$ cat src/rtl/soc_io_pkg.sv
// Shared IO-page constants: UART RX word decode, status bit layout, RX FSM encoding.
package soc_io_pkg;

    localparam int IO_UART_RX_DAT_bit = 3;

    // Status bits sit above the data byte; bit 9 stays owned by the TX busy flag.
    localparam int RX_STAT_VALID_BIT   = 8;
    localparam int RX_STAT_BUSY_BIT    = 9;
    localparam int RX_STAT_OVERRUN_BIT = 10;
    localparam int RX_STAT_FRMERR_BIT  = 11;

    typedef enum logic [1:0] {
        RX_IDLE  = 2'd0,
        RX_START = 2'd1,
        RX_DATA  = 2'd2,
        RX_STOP  = 2'd3
    } rx_state_e;

    function automatic logic [31:0] rx_status_word(
        input logic [7:0] data,
        input logic       valid,
        input logic       busy,
        input logic       overrun,
        input logic       frame_err
    );
        logic [31:0] w;
        w                      = {24'd0, data};
        w[RX_STAT_VALID_BIT]   = valid;
        w[RX_STAT_BUSY_BIT]    = busy;
        w[RX_STAT_OVERRUN_BIT] = overrun;
        w[RX_STAT_FRMERR_BIT]  = frame_err;
        return w;
    endfunction

endpackage

$ cat src/rtl/byte_fifo.sv
// First-word-fall-through byte FIFO; push while full is accepted only alongside a pop.
module byte_fifo #(
    parameter int DEPTH = 8
) (
    input  logic                     clk,
    input  logic                     resetn,
    input  logic                     i_push,
    input  logic [7:0]               i_data,
    input  logic                     i_pop,
    output logic [7:0]               o_data,
    output logic                     o_full,
    output logic                     o_empty,
    output logic [$clog2(DEPTH):0]   o_count
);

    localparam int AW = $clog2(DEPTH);

    logic [7:0]  r_mem [DEPTH];
    logic [AW:0] r_wr_ptr;
    logic [AW:0] r_rd_ptr;
    logic        w_pop;
    logic        w_push;

    assign o_empty = (r_wr_ptr == r_rd_ptr);
    assign o_full  = (r_wr_ptr[AW] != r_rd_ptr[AW]) &&
                     (r_wr_ptr[AW-1:0] == r_rd_ptr[AW-1:0]);
    assign w_pop   = i_pop && !o_empty;
    // When full, the slot being written is the head being popped this cycle.
    assign w_push  = i_push && (!o_full || w_pop);
    assign o_count = r_wr_ptr - r_rd_ptr;
    assign o_data  = r_mem[r_rd_ptr[AW-1:0]];

    always_ff @(posedge clk) begin
        if (w_push) r_mem[r_wr_ptr[AW-1:0]] <= i_data;
    end

    always_ff @(posedge clk or negedge resetn) begin
        if (!resetn) begin
            r_wr_ptr <= '0;
            r_rd_ptr <= '0;
        end else begin
            if (w_push) r_wr_ptr <= r_wr_ptr + 1'b1;
            if (w_pop)  r_rd_ptr <= r_rd_ptr + 1'b1;
        end
    end

endmodule

$ cat src/rtl/uart_rx_fifo.sv
// 8N1 UART receiver with mid-bit sampling feeding a byte FIFO drained by CPU IO reads.
module uart_rx_fifo
    import soc_io_pkg::*;
#(
    parameter int CLK_FREQ_HZ = 100000000,
    parameter int BAUD_RATE   = 115200,
    parameter int FIFO_DEPTH  = 8
) (
    input  logic                          clk,
    input  logic                          resetn,
    input  logic                          i_rxd,
    input  logic                          i_rd,
    input  logic                          i_clr_err,
    output logic [7:0]                    o_data,
    output logic                          o_valid,
    output logic [$clog2(FIFO_DEPTH):0]   o_count,
    output logic                          o_overrun,
    output logic                          o_frame_err
);

    localparam int DIVISOR     = CLK_FREQ_HZ / BAUD_RATE;
    localparam int CW          = $clog2(DIVISOR);
    localparam int SYNC_STAGES = 2;
    localparam logic [CW-1:0] CNT_RELOAD = CW'(DIVISOR - 1);
    localparam logic [CW-1:0] CNT_HALF   = CW'(DIVISOR / 2 - 1);

    logic                   r_rxd_meta;
    logic                   r_rx_s;
    logic                   r_rx_prev;
    logic [SYNC_STAGES:0]   r_vld_pipe;
    rx_state_e              r_state;
    logic [CW-1:0]          r_cnt;
    logic [2:0]             r_bit_idx;
    logic [7:0]             r_shift;
    logic                   r_overrun;
    logic                   r_frame_err;

    logic w_fall;
    logic w_tick;
    logic w_stop_tick;
    logic w_push;
    logic w_pop;
    logic w_full;
    logic w_empty;
    logic w_ovr_set;
    logic w_ferr_set;

    // Edge detection is held off until every sync stage holds a real sample, so a
    // line already low at reset release is not mistaken for a start edge.
    always_ff @(posedge clk or negedge resetn) begin
        if (!resetn) begin
            r_rxd_meta <= 1'b1;
            r_rx_s     <= 1'b1;
            r_rx_prev  <= 1'b1;
            r_vld_pipe <= '0;
        end else begin
            r_rxd_meta <= i_rxd;
            r_rx_s     <= r_rxd_meta;
            r_rx_prev  <= r_rx_s;
            r_vld_pipe <= {r_vld_pipe[SYNC_STAGES-1:0], 1'b1};
        end
    end

    assign w_fall      = r_vld_pipe[SYNC_STAGES] && r_rx_prev && !r_rx_s;
    assign w_tick      = (r_cnt == '0);
    assign w_stop_tick = (r_state == RX_STOP) && w_tick;

    always_ff @(posedge clk or negedge resetn) begin
        if (!resetn) begin
            r_state   <= RX_IDLE;
            r_cnt     <= '0;
            r_bit_idx <= '0;
            r_shift   <= '0;
        end else begin
            r_cnt <= w_tick ? CNT_RELOAD : r_cnt - 1'b1;
            case (r_state)
                RX_IDLE: begin
                    if (w_fall) begin
                        r_cnt   <= CNT_HALF;
                        r_state <= RX_START;
                    end
                end
                RX_START: begin
                    if (w_tick) begin
                        if (!r_rx_s) begin
                            r_bit_idx <= '0;
                            r_state   <= RX_DATA;
                        end else begin
                            r_state   <= RX_IDLE;
                        end
                    end
                end
                RX_DATA: begin
                    if (w_tick) begin
                        r_shift   <= {r_rx_s, r_shift[7:1]};
                        r_bit_idx <= r_bit_idx + 1'b1;
                        if (r_bit_idx == 3'd7) r_state <= RX_STOP;
                    end
                end
                RX_STOP: begin
                    // Leave at mid-stop-bit so a back-to-back start edge is caught.
                    if (w_tick) r_state <= RX_IDLE;
                end
                default: r_state <= RX_IDLE;
            endcase
        end
    end

    assign w_push     = w_stop_tick && r_rx_s;
    assign w_pop      = i_rd && o_valid;
    assign w_ovr_set  = w_push && w_full && !w_pop;
    assign w_ferr_set = w_stop_tick && !r_rx_s;

    always_ff @(posedge clk or negedge resetn) begin
        if (!resetn) begin
            r_overrun   <= 1'b0;
            r_frame_err <= 1'b0;
        end else begin
            r_overrun   <= w_ovr_set  | (r_overrun   & ~i_clr_err);
            r_frame_err <= w_ferr_set | (r_frame_err & ~i_clr_err);
        end
    end

    byte_fifo #(
        .DEPTH (FIFO_DEPTH)
    ) u_fifo (
        .clk     (clk),
        .resetn  (resetn),
        .i_push  (w_push),
        .i_data  (r_shift),
        .i_pop   (i_rd),
        .o_data  (o_data),
        .o_full  (w_full),
        .o_empty (w_empty),
        .o_count (o_count)
    );

    assign o_valid     = !w_empty;
    assign o_overrun   = r_overrun;
    assign o_frame_err = r_frame_err;

endmodule

$ cat config.mk
export PLATFORM = sky130hd
export DESIGN_NAME = uart_rx_fifo
export DESIGN_NICKNAME = d
export VERILOG_FILES = /design/src/rtl/soc_io_pkg.sv /design/src/rtl/byte_fifo.sv /design/src/rtl/uart_rx_fifo.sv
export SDC_FILE = /design/constraint.sdc
export NUM_CORES = 1
export LEC_CHECK = 0
export BUFFER_PORTS_ARGS = -buffer_cell sky130_fd_sc_hd__buf_4
export CORE_AREA = 2 2 92 94
export CTS_BUF_LIST = sky130_fd_sc_hd__clkbuf_16
export CTS_CLUSTER_SIZE = 8
export DETAILED_ROUTE_END_ITERATION = 8
export DIE_AREA = 0 0 94 96
export PLACE_DENSITY_LB_ADDON = 0.2
export REMOVE_ABC_BUFFERS = 1
export SLEW_MARGIN = 0
export SYNTH_ARGS = -nofsm -noshare
export SYNTH_HDL_FRONTEND = slang
export SYNTH_SLANG_ARGS = --single-unit
$ cat constraint.sdc
create_clock -name clk -period 4 [get_ports clk]
set_clock_uncertainty 0.1 [all_clocks]
set_input_delay 1.2 -clock clk [delete_from_list [all_inputs] [get_ports clk]]
set_output_delay 1.2 -clock clk [all_outputs]
set_load 0.005 [all_outputs]
==> impl_metrics.csv <==
group,metric,value,unit
detailed_routing,route.top_layer_used,"met4",
placed_design,detailedPlace.worstSlack,714,ps
synth,synth.yosys.warnings,0,
detailed_routing,drt-pass1-iter-count,4,
timing,max_slew.worst_pin.slew,1160,ps
timing,maxSlewViolCount,0,
synth,synthesis.area_per_instance,15.3,µm²
detailed_routing,routed-wl-met3,237,µm
pwr,powerDensity,439,mW/mm²
detailed_routing,met2_wirelength,3860,µm
cts,ctsHoldBuffers,0,
synth,ys_dominant_reg_cell,"sky130_fd_sc_hd__edfxtp_1",
die,initial_utilization,53.4,%
cts,cts.repair.resized,0,
global_route,antenna_found_initial,0,
placed_design,globalplace.congestion,0.815,
timing,rsz0062_at_grt,"false",
synth,number_of_synthesized_flops_with_an_enable_pin,64,
pwr,fin_total_pwr,2.14,mW
global_route,grt_pass1_vias,2354,
cts,clkTransAtPathRegs,70,ps
synth,synth.top_cells.by_area,"sky130_fd_sc_hd__edfxtp_1 (45%), sky130_fd_sc_hd__dfrtp_1 (21%), sky130_fd_sc_hd__mux4_2 (8.4%)",
cts,cts-buffers-inserted,9,
synth,synth.most_common_cell,"sky130_fd_sc_hd__edfxtp_1",
worst_setup_path,slowest_stage,"sky130_fd_sc_hd__dfrtp_1",
cts,cts.sinks,103,
final_layout,n_antenna_cell,0,
die,floorplan.die.width,94,µm
final_layout,final_util,60.6,%
die,ioPinCount,20,
timing,max-slew-margin-rel,22.2,%
detailed_routing,route.detailed.drc,0,
hold_path,hold_path.class,"reg -> reg",
synth,synth_top_area_cell,"sky130_fd_sc_hd__edfxtp_1",
worst_setup_path,critical_path_buf_inv_count,2,
synth,mapped_cell_area,0.00430,mm²
synth,postSynthCellCount,281,
worst_setup_path,category_of_the_worst_setup_path_launch_point,"register",
timing,setup-violations-final,0,
placed_design,placement.cell_area,0.00460,mm²
worst_setup_path,worst_setup_path_end_kind,"output port",
placed_design,numPortBuffers,19,
global_route,first_pass_grt_wire_length,11900,µm
synth,seq_area_frac_synth,67.5,%
worst_setup_path,crit_chain,"clkinv_1 -> ha_1 -> a21oi_1 -> xnor2_1 -> buf_4",
worst_setup_path,required,2700,ps
cts,post_cts.repair.setup_buffers,0,
worst_setup_path,critical_path.top_delay_family,"flip-flops",
final_layout,filler_cell_count,627,
detailed_routing,avgRoutedWirePerCell,17.8,µm
die,fp.dieArea,0.00902,mm²
flow_run,cap_violations,0,
placed_design,post-dp-hpwl,4850,µm
final_layout,final_area,0.00488,mm²
worst_setup_path,worst_ep_arrival_time,2340,ps
synth,synth_seq_cells,103,
die,floorplan.die.height,96,µm
detailed_routing,final_antenna_net_count,0,
timing,hold_violations,0,
detailed_routing,routed_via_density,5.52,
die,core-area,0.00805,mm²
pwr,irDropWorstVdd,0.262,mV
cts,clk_root_buffer_cell,"sky130_fd_sc_hd__clkbuf_16",
global_route,total_congestion_overflow_after_global_routing,0,
cts,skew_pair_late_insertion_delay,340,ps
run_status,outcome,"completed",
cts,cts.path.max_buffers,2,
final_layout,layout-drive-gt1-share,24.1,%
worst_setup_path,cp_slowest_stage_delay,630,ps
timing,final.setup.tns,0,ps
global_route,largest_net_degree_at_the_start_of_global_routing,40,
synth,synth.top_cell.area_share,44.7,%
synth,synth_cell_type_count,41,
worst_setup_path,worst-path-max-fanout,11,
timing,timing.final.crit_share,91.0,%
global_route,groute.usage.overall,18.2,%
detailed_routing,routed_wirelength,7510,µm
cts,cts.htree.levels,3,
detailed_routing,routed-via-count,2324,
pwr,power_leakage,1.96,nW
cts,tritoncts_clock_tree,"built",
detailed_routing,drtIter0Drc,120,
final_layout,area_growth_syn_to_layout,13.5,%
worst_setup_path,critical_path_class,"reg -> out",
synth,synth.cells.most_frequent,"sky130_fd_sc_hd__edfxtp_1 (64), sky130_fd_sc_hd__dfrtp_1 (36), sky130_fd_sc_hd__nand2_1 (33)",
synth,share_of_flip_flops_with_an_asynchronous_set_or_reset,37.9,%
detailed_routing,wl_met1,3290,µm
timing,worst_slack,361,ps
timing,clock.fmax,275,MHz
final_layout,numnets_final,325,
timing,period_needed,3640,ps
die,rows,33,
## state kept, by name (all words and copies together) (netlist names), named ones only
signal and count:
o_frame_err 1, o_overrun 1, r_bit_idx 3, r_cnt 10, r_rx_prev 1, r_rx_s 1, r_rxd_meta 1, r_shift 8
r_state 1, r_vld_pipe 3, u_fifo.r_mem 64, u_fifo.r_rd_ptr 4, u_fifo.r_wr_ptr 4
## final timing paths
kind,endpoint,slack (ps),from,cells past startpoint
max,o_count[3],360,u_fifo.r_rd_ptr[2],5
min,r_vld_pipe[1],250,r_vld_pipe[0],0
max reg2reg,u_fifo.r_mem[6][3],930,u_fifo.r_rd_ptr[2],7
min reg2reg,r_vld_pipe[1],250,r_vld_pipe[0],0
max in group asynchronous,r_rx_prev,2700,resetn,1
min in group asynchronous,r_cnt[1],740,resetn,1
## cells in the final DEF, fill, tap and decap left out, types with 3 or more instances in the layout
| master | count |
|---|---|
| sky130_fd_sc_hd__edfxtp_1 | 64 |
| sky130_fd_sc_hd__dfrtp_1 | 36 |
| sky130_fd_sc_hd__nand2_1 | 33 |
| sky130_fd_sc_hd__buf_4 | 29 |
| sky130_fd_sc_hd__mux4_2 | 16 |
| sky130_fd_sc_hd__inv_1 | 14 |
| sky130_fd_sc_hd__nor2_1 | 14 |
| sky130_fd_sc_hd__xnor2_1 | 12 |
| sky130_fd_sc_hd__clkbuf_16 | 9 |
| sky130_fd_sc_hd__a21oi_1 | 8 |
| sky130_fd_sc_hd__ha_1 | 8 |
| sky130_fd_sc_hd__nand3_1 | 7 |
| sky130_fd_sc_hd__mux2_4 | 7 |
| sky130_fd_sc_hd__nor4_1 | 5 |
| sky130_fd_sc_hd__nor3_1 | 5 |
| sky130_fd_sc_hd__o21ai_0 | 5 |
| sky130_fd_sc_hd__a211oi_1 | 4 |
| sky130_fd_sc_hd__or4_1 | 3 |
| sky130_fd_sc_hd__and3_1 | 3 |
| sky130_fd_sc_hd__mux2_2 | 3 |
| sky130_fd_sc_hd__dfstp_2 | 3 |
## per-layer routing
layer	GRT usage [%]	vias up
li1	-	1111
met1	22.6	1166
met2	31.7	38
met3	3.13	9
met4	8.09	0
met5	0	-
## cell families (layout without fill, tap and decap cells)
| group | after synthesis | count (layout) | share of synthesized area, % |
|---|---|---|---|
| flip-flops | 103 | 103 | 67.5 |
| multiplexers | 26 | 26 | 11.6 |
| AND/OR/NAND/NOR | 79 | 79 | 9.23 |
| AO/OA/AOI/OAI | 25 | 25 | 3.64 |
| buffers and inverters | 25 | 60 | 2.47 |
| XOR/XNOR | 13 | 13 | 2.65 |
| adder cells (fa/ha/maj) | 9 | 9 | 2.79 |
| other | 1 | 1 | 0.0873 |
## where the power goes
part | switching, mW | internal (mW) | leakage [nW]
clock network | 0.386 | 0.430 | 0.138
registers | 0.0571 | 1.17 | 1.18
logic | 0.0532 | 0.0526 | 0.643
total | 0.496 | 1.65 | 1.96
## cell type report
class,count,area [µm²],share of cell area (%)
sequential,103,2900,59.5
multi-input combinational,153,1290,26.4
clock buffer,9,225,4.62
timing repair buffer,29,218,4.46
tap,105,131,2.69
inverter,15,56.3,1.15
clock inverter,7,55.1,1.13
## metrics by stage
stage	std cells	hold WS, ps
after detailed placement	405	237
after CTS	421	253
after floorplan	271	231
after global routing	421	257
final	421	254
after global placement	405	234
Power figures use the tool's default switching activity.
